File: config.mk
export PLATFORM = sky130hd
export DESIGN_NAME = decoder_scan_ctrl
export DESIGN_NICKNAME = d
export VERILOG_FILES = /design/src/rtl/decoder_scan_pkg.sv /design/src/rtl/decoder_dwell_cnt.sv /design/src/rtl/decoder_scan_ctrl.sv
export SDC_FILE = /design/constraint.sdc
export NUM_CORES = 1
export LEC_CHECK = 0
export CORE_UTILIZATION = 55
export CTS_CLUSTER_SIZE = 12
export DETAILED_ROUTE_END_ITERATION = 8
export PLACE_DENSITY = 0.83
export SLEW_MARGIN = 25
export SYNTH_ARGS = -nofsm -noshare
export SYNTH_HDL_FRONTEND = slang
export SYNTH_SLANG_ARGS = --single-unit
File: constraint.sdc
create_clock -name clk -period 3.3 [get_ports clk]
set_input_delay 0.99 -clock clk [delete_from_list [all_inputs] [get_ports clk]]
set_output_delay 0.99 -clock clk [all_outputs]
set_load 0.01 [all_outputs]
File: src/rtl/decoder_scan_pkg.sv
// Shared types and constants for the 2-to-4 decoder scan controller.
package decoder_scan_pkg;
  localparam int CODE_W = 2;
  localparam logic [CODE_W-1:0] CODE_LAST = 2'b11;

  typedef enum logic [1:0] {
    IDLE  = 2'd0,
    RUN   = 2'd1,
    BLANK = 2'd2
  } state_e;
endpackage

File: src/rtl/decoder_dwell_cnt.sv
// Dwell down-counter: load has priority, decrement saturates at zero.
module decoder_dwell_cnt #(
  parameter int DWELL_W = 8
) (
  input  logic               clk,
  input  logic               rst,
  input  logic               load_i,
  input  logic [DWELL_W-1:0] load_val_i,
  input  logic               dec_i,
  output logic               zero_o
);
  logic [DWELL_W-1:0] cnt_q, cnt_d;

  always_comb begin
    cnt_d = cnt_q;
    if (load_i)
      cnt_d = load_val_i;
    else if (dec_i && (cnt_q != '0))
      cnt_d = cnt_q - 1'b1;
  end

  always_ff @(posedge clk or posedge rst) begin
    if (rst) cnt_q <= '0;
    else     cnt_q <= cnt_d;
  end

  assign zero_o = (cnt_q == '0);
endmodule

File: src/rtl/decoder_scan_ctrl.sv
// Scans a 2-to-4 decoder through codes 00..11 with a blank cycle between codes.
// Optional one-shot mode (oneshot/done ports) enabled by DECODER_SCAN_ONESHOT_EN.
module decoder_scan_ctrl
  import decoder_scan_pkg::*;
#(
  parameter int DWELL_W = 8
) (
  input  logic               clk,
  input  logic               rst,
  input  logic               start,
  input  logic               stop,
  input  logic [DWELL_W-1:0] dwell,
  output logic               a,
  output logic               b,
  output logic               c,
  output logic               busy
`ifdef DECODER_SCAN_ONESHOT_EN
  ,
  input  logic               oneshot,
  output logic               done
`endif
);
  state_e              state_q;
  logic [CODE_W-1:0]   code_q;
  logic                c_q;
  logic                busy_q;
  logic                cnt_load;
  logic [DWELL_W-1:0]  cnt_val;
  logic                cnt_dec;
  logic                cnt_zero;
`ifdef DECODER_SCAN_ONESHOT_EN
  logic                oneshot_q;
  logic                done_q;
`endif

  // Stop reloads zero so the counter is cleared on the way back to IDLE.
  assign cnt_load = ((state_q == IDLE) && start && !stop) ||
                    ((state_q != IDLE) && stop) ||
                    (state_q == BLANK);
  assign cnt_val  = stop ? '0 : dwell;
  assign cnt_dec  = (state_q == RUN) && !stop;

  decoder_dwell_cnt #(.DWELL_W(DWELL_W)) u_cnt (
    .clk        (clk),
    .rst        (rst),
    .load_i     (cnt_load),
    .load_val_i (cnt_val),
    .dec_i      (cnt_dec),
    .zero_o     (cnt_zero)
  );

  always_ff @(posedge clk or posedge rst) begin
    if (rst) begin
      state_q   <= IDLE;
      code_q    <= '0;
      c_q       <= 1'b0;
      busy_q    <= 1'b0;
`ifdef DECODER_SCAN_ONESHOT_EN
      oneshot_q <= 1'b0;
      done_q    <= 1'b0;
`endif
    end else begin
`ifdef DECODER_SCAN_ONESHOT_EN
      done_q <= 1'b0;
`endif
      case (state_q)
        IDLE: begin
          if (start && !stop) begin
            state_q   <= RUN;
            code_q    <= '0;
            c_q       <= 1'b1;
            busy_q    <= 1'b1;
`ifdef DECODER_SCAN_ONESHOT_EN
            oneshot_q <= oneshot;
`endif
          end
        end
        RUN: begin
          if (stop) begin
            state_q <= IDLE;
            code_q  <= '0;
            c_q     <= 1'b0;
            busy_q  <= 1'b0;
          end else if (cnt_zero) begin
`ifdef DECODER_SCAN_ONESHOT_EN
            if (oneshot_q && (code_q == CODE_LAST)) begin
              state_q <= IDLE;
              code_q  <= '0;
              c_q     <= 1'b0;
              busy_q  <= 1'b0;
              done_q  <= 1'b1;
            end else
`endif
            begin
              // Next code is presented during the blank cycle (break-before-make).
              state_q <= BLANK;
              code_q  <= code_q + 1'b1;
              c_q     <= 1'b0;
            end
          end
        end
        BLANK: begin
          if (stop) begin
            state_q <= IDLE;
            code_q  <= '0;
            c_q     <= 1'b0;
            busy_q  <= 1'b0;
          end else begin
            state_q <= RUN;
            c_q     <= 1'b1;
          end
        end
        default: begin
          state_q <= IDLE;
          code_q  <= '0;
          c_q     <= 1'b0;
          busy_q  <= 1'b0;
        end
      endcase
    end
  end

  assign a    = code_q[1];
  assign b    = code_q[0];
  assign c    = c_q;
  assign busy = busy_q;
`ifdef DECODER_SCAN_ONESHOT_EN
  assign done = done_q;
`endif
endmodule

==> results.cfg, run 1 <==
[outcome]
status = finished, final reports clean

[final_layout]
antennaDiodeCount = 0
drive_gt1_frac = 0.0672
final_nets = 138
fin_area_um2 = 1120
area_growth_pct = 22.4
fin_cells = 135

[placement]
place_area_um2 = 1080
place_congestion = 0.839
dp_cells = 131
port_buffers = 15
hpwl_mm = 1.45

[timing]
finalSetupViolCount = 0
slew_headroom = 0.651
fin_crit_sh = 0.764
skew_ps = 3.76
timing.hold.ws_ps = 525
worst_slew_pin_slew_ps = 523
finalHoldViolCount = 0
fmax_mhz = 396
rsz0062_at_grt = false
final-max-slew-violation-count = 0
setup_tns_ps = 0
layout_min_cycle_time_ps = 2520

[global_route]
globalRouteOverflowTotal = 0
antenna_found_initial = 0
grt_max_degree = 15
grt_pass1_wl_mm = 3.28
grt_pass1_vias = 761
track_usage = 0.247

[synthesis]
synthTopCellsByCount = dfrtp_1 (14), o21ai_0 (11), inv_1 (10), nand2_1 (10)
post_synth.cell_area_avg_um2 = 8.98
yosysTopAreaCellShare = 0.383
synth-async-reset-ratio = 1.00
synth_seq_cells = 14
yosysMostFrequentCell = dfrtp_1
synth_edf_count = 0
netlist_instances = 102
synth_area_um2 = 916
syn_nets = 120
synth.yosys.seq_area_share = 0.383
synthDistinctLibCells = 30
ys.flop_type = dfrtp_1
yosys_warnings = 0
synth.area.top_cells = dfrtp_1 (38%), ha_1 (8.2%), o21ai_0 (6.0%)
yosysTopAreaCell = dfrtp_1

[clocking]
htree_levels = 1
cts_buffer_depth = 2
cts_hold_buf = 0
cts.sinks = 14
root_buffer = clkbuf_4
worstSkewPairLatency_ps = 290
post_cts_buffers = 0
cts_tree = yes
clk_transition_reported_paths_ps = 90
cts-resized-gates = 0
cts-buffers-inserted = 3

[pwr]
power_density_nw_per_um2 = 814
combPwrFrac = 0.533
p_sw_mw = 0.379
finalPower_mw = 0.912
p_leak_nw = 0.493
vdd_drop_max_mv = 0.541
power_frac_seq = 0.329
p_int_mw = 0.533
p_clk_frac = 0.139
swShare = 0.416

[critical_path]
cp_cell_sequence = clkdlybuf4s50_1, buf_4, nor2b_1, a211o_1, nor4b_1, a221o_1
cp-end-kind = flip-flop
worst-path-buf-inv = 2
crit_path_max_fanout = 12
worst_path_max_delay_cell = clkdlybuf4s50_1
path_class = input port to flip-flop
start_kind = input port
arrival_ps = 2750
max_stage_delay_ps = 570
cp-startpoint = stop
r2r-start = u_cnt.cnt_q[6]$_DFFE_PP0P_
rrSetupSlack_ps = 1200
critPathTopFamily = buffers and inverters
critical_path_required_ps = 3530

[die]
core_um2 = 1520
ios = 16
fp-row-count = 14
dieHeight_um = 42.8
fp.dieW_um = 42.8
die_area_um2 = 1830
start_util = 0.601

[routing]
via_per_inst = 5.84
drcViolationCount = 0
wl_per_cell_um = 14.9
wl_mm = 2.01
firstDrtPassIters = 4
postRouteAntennaNets = 0
dr_total_vias = 789
drt_iter0_markers = 18

[flow_run]
drv_cap = 0

[hold_path]
holdCritPathClass = flip-flop to flip-flop
worstHoldStart = busy$_DFFE_PP0P_
## final timing paths
check,to,cells after the start
setup reg to reg,code_q[1]$_DFFE_PP0P_,4
max in group asynchronous,u_cnt.cnt_q[0]$_DFFE_PP0P_,2
hold reg to reg,busy$_DFFE_PP0P_,1
min in group asynchronous,busy$_DFFE_PP0P_,2
hold / removal,busy$_DFFE_PP0P_,1
setup / recovery,u_cnt.cnt_q[5]$_DFFE_PP0P_,6
## metal layers
metal	vias up	GRT usage	wire [um]
met2	24	0.415	981
met5	-	0	0
met3	5	0.0596	115
met4	0	0.125	42
met1	367	0.288	871
li1	393	-	-
## flip-flops by register name, summed over array words and instances (netlist names)
signal and count:
u_cnt.cnt_q 8, state_q 2, busy 1, c 1, code_q 2
## power by group through the flow
stage	sequential, mW	combinational, mW	clock (mW)
2_1_floorplan	0.294	0.353	0
3_3_place_gp	0.296	0.461	0
3_5_place_dp	0.303	0.474	0
4_1_cts	0.300	0.483	0.127
5_1_grt	0.309	0.536	0.134
6_report	0.300	0.486	0.127
## cells in the final DEF, fill, tap and decap left out, drive strengths merged, types with 2 or more instances in the layout
cell type and instances:
a32o 2, nor2b 4, a21oi 4, xnor2 2, dfrtp 14, nand2 10
nor2 6, buf 2, a21o 2, clkbuf 4, nor3 2, xor2 2
o211ai 2, ha 6, nand3b 3, nand2b 4, o21ai 11, clkdlybuf4s50 15
inv 10, o2111ai 2, mux2 2
## metrics by stage
step           utilization  worst slack (ps)
2_1_floorplan            -              1120
3_3_place_gp         0.712               562
3_5_place_dp         0.712               490
6_report             0.736               777
4_1_cts              0.736               786
5_1_grt              0.736               709
## logic make-up (layout without fill, tap and decap cells)
kind of cell,Yosys count,count (layout),share of synthesized area
xor+xnor,4,4,0.0383
fa+ha+maj,6,6,0.0820
simple gates,32,32,0.184
compound gates,29,29,0.210
flops,14,14,0.383
mux,3,3,0.0437
buf+inv,14,31,0.0587
## cell type report
class                      instances  area, um^2
fill                             116         403
clock buffer                       4        36.3
timing repair buffer              17         165
sequential                        14         350
inverter                          10        37.5
tap                               16        20.0
multi-input combinational         74         512
Note: power is estimated with default switching activity, not from simulation.
==> inputs of run 2 (changes only) <==
- CORE_UTILIZATION: 55 -> 51
- PLACE_DENSITY: 0.83 -> 0.78
- clock period: 3.3 -> 2.6 ns (I/O delays scaled with it)
==> run 2 against run 1 <==
  * Clock power grew 26%
  * Critical path type unchanged
  * Die area is 7.5% higher
  * Global-route usage fell by 2.4 points
  * Via count rose by 1.1%
  * Clock skew increased by 2.3 ps
  * First-iteration DRC count did not move
  * Design area up 3.6%
  * Core utilization is 0.72 points lower
  * Non-clock buffer count is 4 higher
  * Hold slack got worse by 17 ps
  * Register-to-register slack worse by 610 ps
  * Total power is 29% higher
==> results.cfg, run 2 (same netlist as run 1, synthesis figures left out) <==
[timing]
rsz0062_at_grt = false
finalSetupViolCount = 0
worst_slew_pin_slew_ps = 537
setup_tns_ps = 0
fmax_mhz = 467
final-max-slew-violation-count = 0
setup_slack_ps = 458
slew_headroom = 0.642
finalHoldViolCount = 0
timing.hold.ws_ps = 509
skew_ps = 6.09
layout_min_cycle_time_ps = 2140
fin_crit_sh = 0.824

[final_layout]
fin_cells = 147
final_nets = 142
antennaDiodeCount = 0
top_register = u_cnt.cnt_q
reg_top3 = u_cnt.cnt_q (8), code_q (2), state_q (2)
fill_cells = 130
largest_reg_flops = 8
area_growth_pct = 26.8
drive_gt1_frac = 0.0976
fin_util = 0.728
fin_area_um2 = 1160
layout_common_cells = clkdlybuf4s50_1 (15), dfrtp_1 (14), o21ai_0 (11)
layout_commonest_cell = clkdlybuf4s50_1

[critical_path]
r2r-start = u_cnt.cnt_q[4]$_DFFE_PP0P_
max_stage_delay_ps = 550
crit_end = u_cnt.cnt_q[5]$_DFFE_PP0P_
cp-startpoint = stop
cp_cell_sequence = clkdlybuf4s50_1, nor2b_1, o211ai_1, nand2b_1, a221o_1
r2r_end = c$_DFFE_PP0P_
start_kind = input port
worst_path_max_delay_cell = clkdlybuf4s50_1
cp-end-kind = flip-flop
rrSetupSlack_ps = 590
r2r_cells = 4
arrival_ps = 2320
crit_path_max_fanout = 9
path_class = input port to flip-flop
critical_path_required_ps = 2770

[placement]
dp_slack_ps = 164
dp_cells = 143
place_area_um2 = 1120
port_buffers = 15
place_congestion = 0.896
hpwl_mm = 1.47

[global_route]
use_met2 = 0.362
grt_use_met1 = 0.292
globalRouteOverflowTotal = 0
grt_pass1_wl_mm = 3.18
grt_max_degree = 15
antenna_found_initial = 0
track_usage = 0.223
busiest_layer = met2
groute.layer.met3.usage = 0.0367
grt_pass1_vias = 747

[clocking]
root_buffer = clkbuf_4
cts_hold_buf = 0
cts.sinks = 14
cts_tree = yes
cts-resized-gates = 0
worstSkewPairLatency_ps = 290
clk_transition_reported_paths_ps = 90
cts-buffers-inserted = 3
htree_levels = 1
cts_buffer_depth = 2
post_cts_buffers = 0

[die]
dieHeight_um = 44.4
fp.dieW_um = 44.4
die_area_um2 = 1970
ios = 16
core_um2 = 1590
fp-row-count = 14
start_util = 0.575

[flow_run]
drv_cap = 0

[hold_path]
holdCritPathClass = flip-flop to flip-flop
worstHoldStart = busy$_DFFE_PP0P_
hold_depth = 1

[routing]
drt_iter0_markers = 18
wl_mm = 1.89
via_per_inst = 5.43
firstDrtPassIters = 4
wl_per_cell_um = 12.8
drcViolationCount = 0
dr_total_vias = 798
postRouteAntennaNets = 0

[pwr]
power_density_nw_per_um2 = 1010
p_leak_nw = 0.514
vdd_drop_max_mv = 0.584
finalPower_mw = 1.18

[outcome]
status = finished, final reports clean
## run 2: routing by layer
layer	vias to the layer above	part of all wire	routed length, um
met5	-	0	0
met2	15	0.45	854
met3	2	0.026	50
li1	402	-	-
met1	379	0.51	964
met4	0	0.0095	18
## run 2: where the power goes
group          switching [mW]  internal (mW)
sequential             0.0752          0.303
clock                  0.0746         0.0854
combinational           0.323          0.316
total                   0.472          0.704
## run 2: how the worst min path moves through the flow
stage,endpoint,slack [ps]
6_report,busy$_DFFE_PP0P_,510
5_1_grt,busy$_DFFE_PP0P_,540
4_1_cts,busy$_DFFE_PP0P_,510
3_5_place_dp,busy$_DFFE_PP0P_,490
3_3_place_gp,busy$_DFFE_PP0P_,490
2_1_floorplan,state_q[1]$_DFFE_PP0P_,520
## run 2: critical path, delay by kind of cell
kind / cells / cell delay (ps)
buf+inv: 1 / 550
compound gates: 2 / 510
simple gates: 2 / 470
## run 2: area by class of cell
cell class	instances	area, um^2	area share
Clock buffer	4	36.3	0.0313
Sequential cell	14	350	0.302
Multi-Input combinational cell	74	512	0.441
Timing Repair Buffer	21	195	0.168
Inverter	10	37.5	0.0323
Tap cell	24	30.0	0.0259
